===== config.mk =====
export PLATFORM = sky130hd
export DESIGN_NAME = aes_word_buffer
export DESIGN_NICKNAME = d
export VERILOG_FILES = /design/src/rtl/aes_pkg.sv /design/src/rtl/aes_word_ser.sv /design/src/rtl/aes_word_buffer.sv
export SDC_FILE = /design/constraint.sdc
export NUM_CORES = 1
export LEC_CHECK = 0
export ABC_CLOCK_PERIOD_IN_PS = 3100
export BUFFER_PORTS_ARGS = -buffer_cell sky130_fd_sc_hd__buf_2
export CORE_MARGIN = 5
export CORE_UTILIZATION = 52
export CTS_CLUSTER_DIAMETER = 100
export DETAILED_ROUTE_END_ITERATION = 12
export PLACE_DENSITY = 0.81
export SETUP_SLACK_MARGIN = 0.1
export SLEW_MARGIN = 20
export SYNTH_ARGS = -nofsm -noshare
export SYNTH_HDL_FRONTEND = slang
export SYNTH_SLANG_ARGS = --single-unit

===== constraint.sdc =====
create_clock -name clk -period 3.1 [get_ports clk]
set_clock_uncertainty 0.15 [all_clocks]
set_input_delay 0.465 -clock clk [delete_from_list [all_inputs] [get_ports clk]]
set_output_delay 0.465 -clock clk [all_outputs]
set_load 0.05 [all_outputs]

===== src/rtl/aes_pkg.sv =====
// Shared constants and types for the AES bus-side word buffer.
// Both halves move 128-bit blocks as four 32-bit bus words, word 0 in the top slice.
package aes_pkg;
  localparam int WORD_W = 32;
  localparam int WORDS  = 4;
  localparam int BLK_W  = WORD_W * WORDS;

  typedef enum logic {FILL, FULL} ing_state_t;
  typedef enum logic {EMPTY, DRAIN} egr_state_t;

  typedef logic [127:0] aes_blk_t;
endpackage


===== src/rtl/aes_word_ser.sv =====
// Egress serializer: holds one result block and presents it to the bus one word
// at a time, word 0 first. overrun flags a result offered while still draining.
module aes_word_ser #(
  parameter int WORD_W = aes_pkg::WORD_W,
  parameter int WORDS  = aes_pkg::WORDS
) (
  input  logic                      clk,
  input  logic                      n_rst,
  input  logic                      clear,
  input  logic                      load,
  input  logic [WORD_W*WORDS-1:0]   data_in,
  input  logic                      rd_en,
  output logic [WORD_W-1:0]         rd_data,
  output logic                      rd_valid,
  output logic                      busy,
  output logic                      overrun
);
  import aes_pkg::*;

  localparam int BLK_W = WORD_W * WORDS;
  localparam int CNT_W = (WORDS > 1) ? $clog2(WORDS) : 1;
  localparam logic [CNT_W-1:0] LAST = CNT_W'(WORDS - 1);

  egr_state_t       state;
  egr_state_t       state_nxt;
  logic [CNT_W-1:0] idx;
  logic [BLK_W-1:0] blk;
  logic             pop;
  logic             last_pop;
  logic             take;

  function automatic logic [WORD_W-1:0] word_at(input logic [BLK_W-1:0] b,
                                                input logic [CNT_W-1:0] i);
    logic [WORD_W-1:0] w;
    w = '0;
    for (int k = 0; k < WORDS; k++)
      if (i == CNT_W'(k)) w = b[BLK_W-1-k*WORD_W -: WORD_W];
    return w;
  endfunction

  assign pop      = rd_en && (state == DRAIN);
  assign last_pop = pop && (idx == LAST);
  // A new result may land on the very cycle the last word leaves.
  assign take     = load && ((state == EMPTY) || last_pop);
  assign overrun  = load && (state == DRAIN) && !last_pop;

  always_ff @(posedge clk or negedge n_rst) begin
    if (!n_rst)     state <= EMPTY;
    else if (clear) state <= EMPTY;
    else            state <= state_nxt;
  end

  always_comb begin
    state_nxt = state;
    case (state)
      EMPTY:   if (load) state_nxt = DRAIN;
      DRAIN:   if (last_pop && !load) state_nxt = EMPTY;
      default: state_nxt = EMPTY;
    endcase
  end

  always_ff @(posedge clk or negedge n_rst) begin
    if (!n_rst) begin
      idx <= '0;
      blk <= '0;
    end else if (clear) begin
      idx <= '0;
      blk <= '0;
    end else if (take) begin
      idx <= '0;
      blk <= data_in;
    end else if (pop) begin
      idx <= last_pop ? '0 : idx + CNT_W'(1);
    end
  end

  always_comb begin
    rd_valid = (state == DRAIN);
    busy     = (state == DRAIN);
    rd_data  = rd_valid ? word_at(blk, idx) : '0;
  end
endmodule


===== src/rtl/aes_word_buffer.sv =====
// Bus-side word buffer for the AES core: packs ingress words into tagged key/data
// blocks for the controller and serializes result blocks back onto the bus.
module aes_word_buffer #(
  parameter int WORD_W = aes_pkg::WORD_W,
  parameter int WORDS  = aes_pkg::WORDS
) (
  input  logic                      clk,
  input  logic                      n_rst,
  input  logic                      clear,
  input  logic                      wr_valid,
  input  logic [WORD_W-1:0]         wr_data,
  input  logic                      wr_is_key,
  output logic                      wr_ready,
  output logic                      blk_valid,
  output logic [WORD_W*WORDS-1:0]   blk_data,
  output logic                      blk_is_key,
  input  logic                      blk_ack,
  input  logic                      res_load,
  input  logic [WORD_W*WORDS-1:0]   res_data,
  output logic                      res_busy,
  input  logic                      rd_en,
  output logic [WORD_W-1:0]         rd_data,
  output logic                      rd_valid,
  output logic                      err
);
  import aes_pkg::*;

  localparam int BLK_W = WORD_W * WORDS;
  localparam int CNT_W = (WORDS > 1) ? $clog2(WORDS) : 1;
  localparam logic [CNT_W-1:0] LAST = CNT_W'(WORDS - 1);

  ing_state_t       state;
  ing_state_t       state_nxt;
  logic [CNT_W-1:0] cnt;
  logic [CNT_W-1:0] slot;
  logic [BLK_W-1:0] blk_reg;
  logic             blk_type;
  logic             accept;
  logic             mismatch;
  logic             restart;
  logic             last_word;
  logic             overrun;
  logic             err_reg;

  function automatic logic [BLK_W-1:0] put_word(input logic [BLK_W-1:0]  b,
                                                input logic [CNT_W-1:0]  i,
                                                input logic [WORD_W-1:0] w);
    logic [BLK_W-1:0] r;
    r = b;
    for (int k = 0; k < WORDS; k++)
      if (i == CNT_W'(k)) r[BLK_W-1-k*WORD_W -: WORD_W] = w;
    return r;
  endfunction

  assign accept    = wr_valid && (state == FILL);
  // A word of the wrong type abandons the partial block and starts a new one.
  assign mismatch  = accept && (cnt != '0) && (wr_is_key != blk_type);
  assign restart   = accept && ((cnt == '0) || mismatch);
  assign slot      = restart ? '0 : cnt;
  assign last_word = accept && (slot == LAST);

  always_ff @(posedge clk or negedge n_rst) begin
    if (!n_rst)     state <= FILL;
    else if (clear) state <= FILL;
    else            state <= state_nxt;
  end

  always_comb begin
    state_nxt = state;
    case (state)
      FILL:    if (last_word) state_nxt = FULL;
      FULL:    if (blk_ack) state_nxt = FILL;
      default: state_nxt = FILL;
    endcase
  end

  always_ff @(posedge clk or negedge n_rst) begin
    if (!n_rst) begin
      cnt      <= '0;
      blk_reg  <= '0;
      blk_type <= 1'b0;
    end else if (clear) begin
      cnt      <= '0;
      blk_reg  <= '0;
      blk_type <= 1'b0;
    end else if (accept) begin
      blk_reg <= put_word(blk_reg, slot, wr_data);
      cnt     <= last_word ? '0 : slot + CNT_W'(1);
      if (restart) blk_type <= wr_is_key;
    end
  end

  always_comb begin
    wr_ready   = (state == FILL);
    blk_valid  = (state == FULL);
    blk_data   = blk_reg;
    blk_is_key = blk_type;
  end

  aes_word_ser #(
    .WORD_W (WORD_W),
    .WORDS  (WORDS)
  ) u_ser (
    .clk      (clk),
    .n_rst    (n_rst),
    .clear    (clear),
    .load     (res_load),
    .data_in  (res_data),
    .rd_en    (rd_en),
    .rd_data  (rd_data),
    .rd_valid (rd_valid),
    .busy     (res_busy),
    .overrun  (overrun)
  );

  // Both halves report through one registered single-cycle pulse.
  always_ff @(posedge clk or negedge n_rst) begin
    if (!n_rst)     err_reg <= 1'b0;
    else if (clear) err_reg <= 1'b0;
    else            err_reg <= mismatch | overrun;
  end

  assign err = err_reg;
endmodule

# Word-level counts from Yosys, hierarchy flattened
# Cells that the tools add are included.
# word_totals
ff_bits,264
in_bits,168
output_inout_bits,166
wordCells,88
# op_classes
add_sub_neg,2
eq_ne,7
muxes,33
bitwise_logic,3
n_reduce_logical,32
# ops
cell,count
2-to-1 mux 128 bit,4
2-to-1 mux 32 bit,9
2-to-1 mux 2 bit,8
nonzero test 2 bit,8
logical AND 1 bit,11
2-to-1 mux 1 bit,10
AND reduction 2 bit,5
"equality test 2 bit, second input constant",4
logical NOT 2 bit,3
"adder 2 x 1 -> 2 bit, second input constant",2
"equality test 2 x 1 -> 1 bit, second input constant",2
case mux 1 bit (2 select lines),2
nonzero test 3 bit,1
logical NOT 1 bit,2
logical OR 1 bit,2
NOT 1 bit,2
inequality test 1 bit,1
bitwise OR 1 bit,1

# Longest topological paths before layout
# depth
depth_word,12
mapped_depth,11

# Cells and area by module
# From an unflattened synthesis, not the netlist that was laid out.
# hier_totals
cells_unflattened,1058
hier_area_um2,11197.0
# by_module_without_submodules
mod,n_inst,cells_each,area_each_um2
aes_word_ser,1,462,5612.9
aes_word_buffer,1,596,5584.1

# Worst setup path before layout
# No wires, ideal clock.
# synth_path
path_kind,register -> output
from,"reg u_ser.state, in the netlist u_ser.busy"
to,out rd_data[0]
t_arrival_ps,2395
t_required_ps,2485
slack_ps,90
stages_incl_launch_ff,5
path_buffers,1
cell_sequence,dfrtp_1 > nor2b_1 > clkbuf_1 > o21ai_0 > o21ai_0
# synth_via
elab_chain_len,1
# synth_lines
item,line_no,text
start: declaration,aes_word_ser.sv:24,egr_state_t state;
start signal: assignment,aes_word_ser.sv:50,else state <= state_nxt;
2-to-1 mux 32 bit,aes_word_ser.sv:80,"rd_data = rd_valid ? word_at(blk, idx) : '0;"
end: declaration,aes_word_buffer.sv:22,"output logic [WORD_W-1:0] rd_data,"
# Every way passes these cells.

# Worst setup path after layout
# layout_path
from,reg u_ser.idx[0]
to,out rd_data[22]
# layout_via
elab_chain_len,6
elab_cells_between_ends,9
# layout_lines
item,line_no,text
start: declaration,aes_word_ser.sv:26,logic [CNT_W-1:0] idx;
start signal: assignment,aes_word_ser.sv:73,idx <= last_pop ? '0 : idx + CNT_W'(1);
logical NOT 2 bit,aes_word_ser.sv:37,if (i == CNT_W'(k)) w = b[BLK_W-1-k*WORD_W -: WORD_W];
2-to-1 mux 32 bit (3 in a row),aes_word_ser.sv:37,
2-to-1 mux 32 bit *,aes_word_ser.sv:37,
2-to-1 mux 32 bit *,aes_word_ser.sv:80,
# Every way passes the cells marked *; elsewhere a longest branch is shown, timed or not.

==> results.md <==
* Status: complete, no violations
* WL final at 35400 µm
* Share of layout cells above drive strength 1 at 28.9%
* Drt pass-1 iters at 7
* Fraction of the mapped netlist area in adder cells at 0.912%
* Gr usage total at 28.4%
* CP peak stage delay at 0.42 ns
* Mux share of post-synthesis cell area at 0.182%
* RSZ-0062 raised after global routing: true
* Count leader, synth: nand2_1
* CP Class: flop to output pin
* Fmax at ~340 MHz
* Syn nets at 1233
* Syn. warnings at 0
* Max_cap viols at 0
* 1st-iter DRT viols at 984
* Pins Over Slew Limit at 0
* Critical Path Stages at 7
* Yosys reg bits at 264
* Final setup viols at 0
* Path depth of the worst reg2reg path at 9
* Die height at 155 µm
* Overall power at 8.14 mW
* Worst-Margin Slew at 0.635 ns
* Clk_lat worst skew at ~0.53 ns
* Clock sinks at 264
* Final hold viol count at 0
* Worst Path Max Fanout at 25
* Largest net degree at the start of global routing at between 100 and 150
* Drc violations at 0
* Register area at 6610 µm²
* Flop2flop setup slack at 0.59 ns
* Hpwl dp at 21800 µm
* Post-place setup slack at 0.471 ns
* Worst Path Required at 2.48 ns
* Core area at 20900 µm²
* R2R Path End: blk_data[55]$_DFFE_PN0P_
* Multi-input gate area at 3880 µm²
* # diodes at 0
* Post-synth EDFFs at 0
* Root buffer cell: clkbuf_16
* Finished Core Util at between 60 and 70%
* CTS tree: done
* Largest family of logic cells by synthesized area: compound AO/OA/AOI/OAI gates
* Crit path to: rd_data[22]
* Setup ws final at ~0.18 ns
* Final net count at 1593
* Ys async rst share at 100%
* Fin crit share at 94.3%
* Floorplan row count at 53
* CP Capture Type: output pin
* Vias per std cell at 5.87
* Gpl congestion at 0.856
* Post-DRT Antenna Nets at 0
* Commonest cells in the netlist: 294 x nand2_1, 264 x dfrtp_1, 131 x a21oi_1
* CTS Buf Count at 28
* CP Launch Point: u_ser.idx[0]$_DFFE_PN0P_
* WL/cell at 20.6 µm
* I/O Buffers at 333
* Via Count at 10054
* Peak supply drop at around 0.0005 V
* Synth Area in Simple Gates at 11.6%
* Buffers & Inverters on Critical Path at 3
* FILL cells at 1499
* Crit-path cells: inv_1, ha_1, nor2b_4, buf_12, a221oi_1, o21ai_1, buf_4
* Mean Syn Cell Area at ~10 µm²
* Worst-path clk slew at 0.06 ns
* Compound-Gate Fraction of Synth Area at 22.2%
* Leakage at 7.22 nW
* Area contributors post-synth: dfrtp_1 60%, a22o_1 10%, nand2_1 10%, a21oi_1 6.0%, o21ai_0 2.8%
* Max-slew headroom at 57.7%
* H-tree level count at 1
* Crit start category: flop
* Die area at 24100 µm²
* GRT overflow at 0
* Post-Place Cells at 1593
* First-pass GRT wire length at 55400 µm
* Register area share after synthesis at 60.2%
* Largest delay share family, worst path: buffers and inverters
* WP data arrival at 2.31 ns
* Final Instance Count excl. Fillers at approximately 1700
* Dominant synthesized flop cell: dfrtp_1
* Number of global-route vias before repair at around 10000
* Minimum clock period at 2.92 ns
* Initial Utilization at between 50% and 60%
* Yosys top cell area share at 60.2%
* R2r startpoint: blk_valid$_DFF_PN0_
* Die Wd at roughly 160 µm
* Synth area leader: dfrtp_1
* Pwr/cell area at around 560 nW/µm²
* Worst hold path class: primary input to flop
* Cell Area, Synth at around 11000 µm²
* Crit-path slowest cell: dfrtp_1
* Setup TNS at 0 ns
* Synth unique cells at 29
* I/O pin total at 334
* Gate count after technology mapping at 1057
* XOR/XNOR Fraction of Synth Area at less than 1%
* Area Overhead vs Synth at 32.6%
* Clock buffer depth at 3
* Initial antenna violation count at 2
==> cells in the final DEF (no fill, tap or decap), types with 2 or more instances in the layout <==
cell type	count
buf_2	328
nand2_1	294
dfrtp_1	264
a21oi_1	131
a22o_1	128
dlygate4sd3_1	67
o21ai_0	34
o21ai_1	31
a221oi_1	30
clkbuf_16	29
buf_12	18
buf_4	11
ha_1	7
clkbuf_8	6
clkinv_2	6
inv_1	5
nand3b_1	5
clkbuf_1	5
nor2_1	4
and3b_1	4
nor2b_1	3
clkinvlp_4	3
and2_1	2
a221oi_2	2
nand2b_1	2
mux2i_1	2
==> routing by layer <==
layer | routed length [µm] | GRT usage (%) | up-vias
met4 | 988 | 8.17 | 4
met1 | 13400 | 36.7 | 4950
met2 | 17000 | 47.2 | 604
met5 | 27 | 0 | -
li1 | - | - | 4404
met3 | 4000 | 8.01 | 92
==> report_power, final <==
| part | internal [mW] | switching, mW |
|---|---|---|
| clock network | 1.94 | 1.38 |
| registers | 3.60 | 0.0959 |
| logic | 0.385 | 0.738 |
| total | 5.92 | 2.21 |
==> what timing repair did <==
action                                  4_1_cts  5_1_grt
hold endpoints to repair                    140        1
resized for setup                             5        9
pin swaps                                     0        1
endpoints found under the setup margin       26       24
hold buffers                                 66        1
setup buffers                                 0        2
==> cell families after synthesis <==
kind of cell,Yosys count
simple gates,319
flops,264
buf+inv,102
mux,2
fa+ha+maj,8
compound gates,361
xor+xnor,1
==> worst register-to-register path: cells and delay by family, from the launching register on <==
kind / cells / cell delay, ns
and+or+nand+nor: 5 / 0.88
DFF: 1 / 0.55
buffers and inverters: 2 / 0.52
adders and majority gates: 1 / 0.16
AOI/OAI and AO/OA: 1 / 0.15
==> stage by stage <==
| stage | cell area [µm²] | hold WS [ns] |
|---|---|---|
| floorplan | 11000 | 0.0194 |
| global placement | 12900 | 0.334 |
| detailed placement | 12900 | 0.335 |
| CTS | 14500 | 0.000292 |
| global route | 14500 | 0.000709 |
| finish | 14500 | 0.0137 |
==> worst min-delay path by stage <==
stage                         startpoint                          to  depth (start not counted)
4_1_cts                    res_data[122]  u_ser.blk[122]$_DFFE_PN0P_                          2
5_1_grt                    res_data[103]  u_ser.blk[103]$_DFFE_PN0P_                          2
3_5_place_dp   u_ser.blk[52]$_DFFE_PN0P_   u_ser.blk[52]$_DFFE_PN0P_                          1
2_1_floorplan                      n_rst     blk_data[0]$_DFFE_PN0P_                          0
6_report                   res_data[123]  u_ser.blk[123]$_DFFE_PN0P_                          2
3_3_place_gp   u_ser.blk[43]$_DFFE_PN0P_   u_ser.blk[43]$_DFFE_PN0P_                          1
==> layout make-up <==
cell class              count  share of cell area [%]
multi-input cells         691                    26.6
well taps                 275                    2.37
flip-flops and latches    264                    45.4
clock buffers              40                    5.69
repair buffers            426                    19.1
inverters                   6                   0.155
clock inverters            11                   0.628
Note: power is estimated with default switching activity, not from simulation.
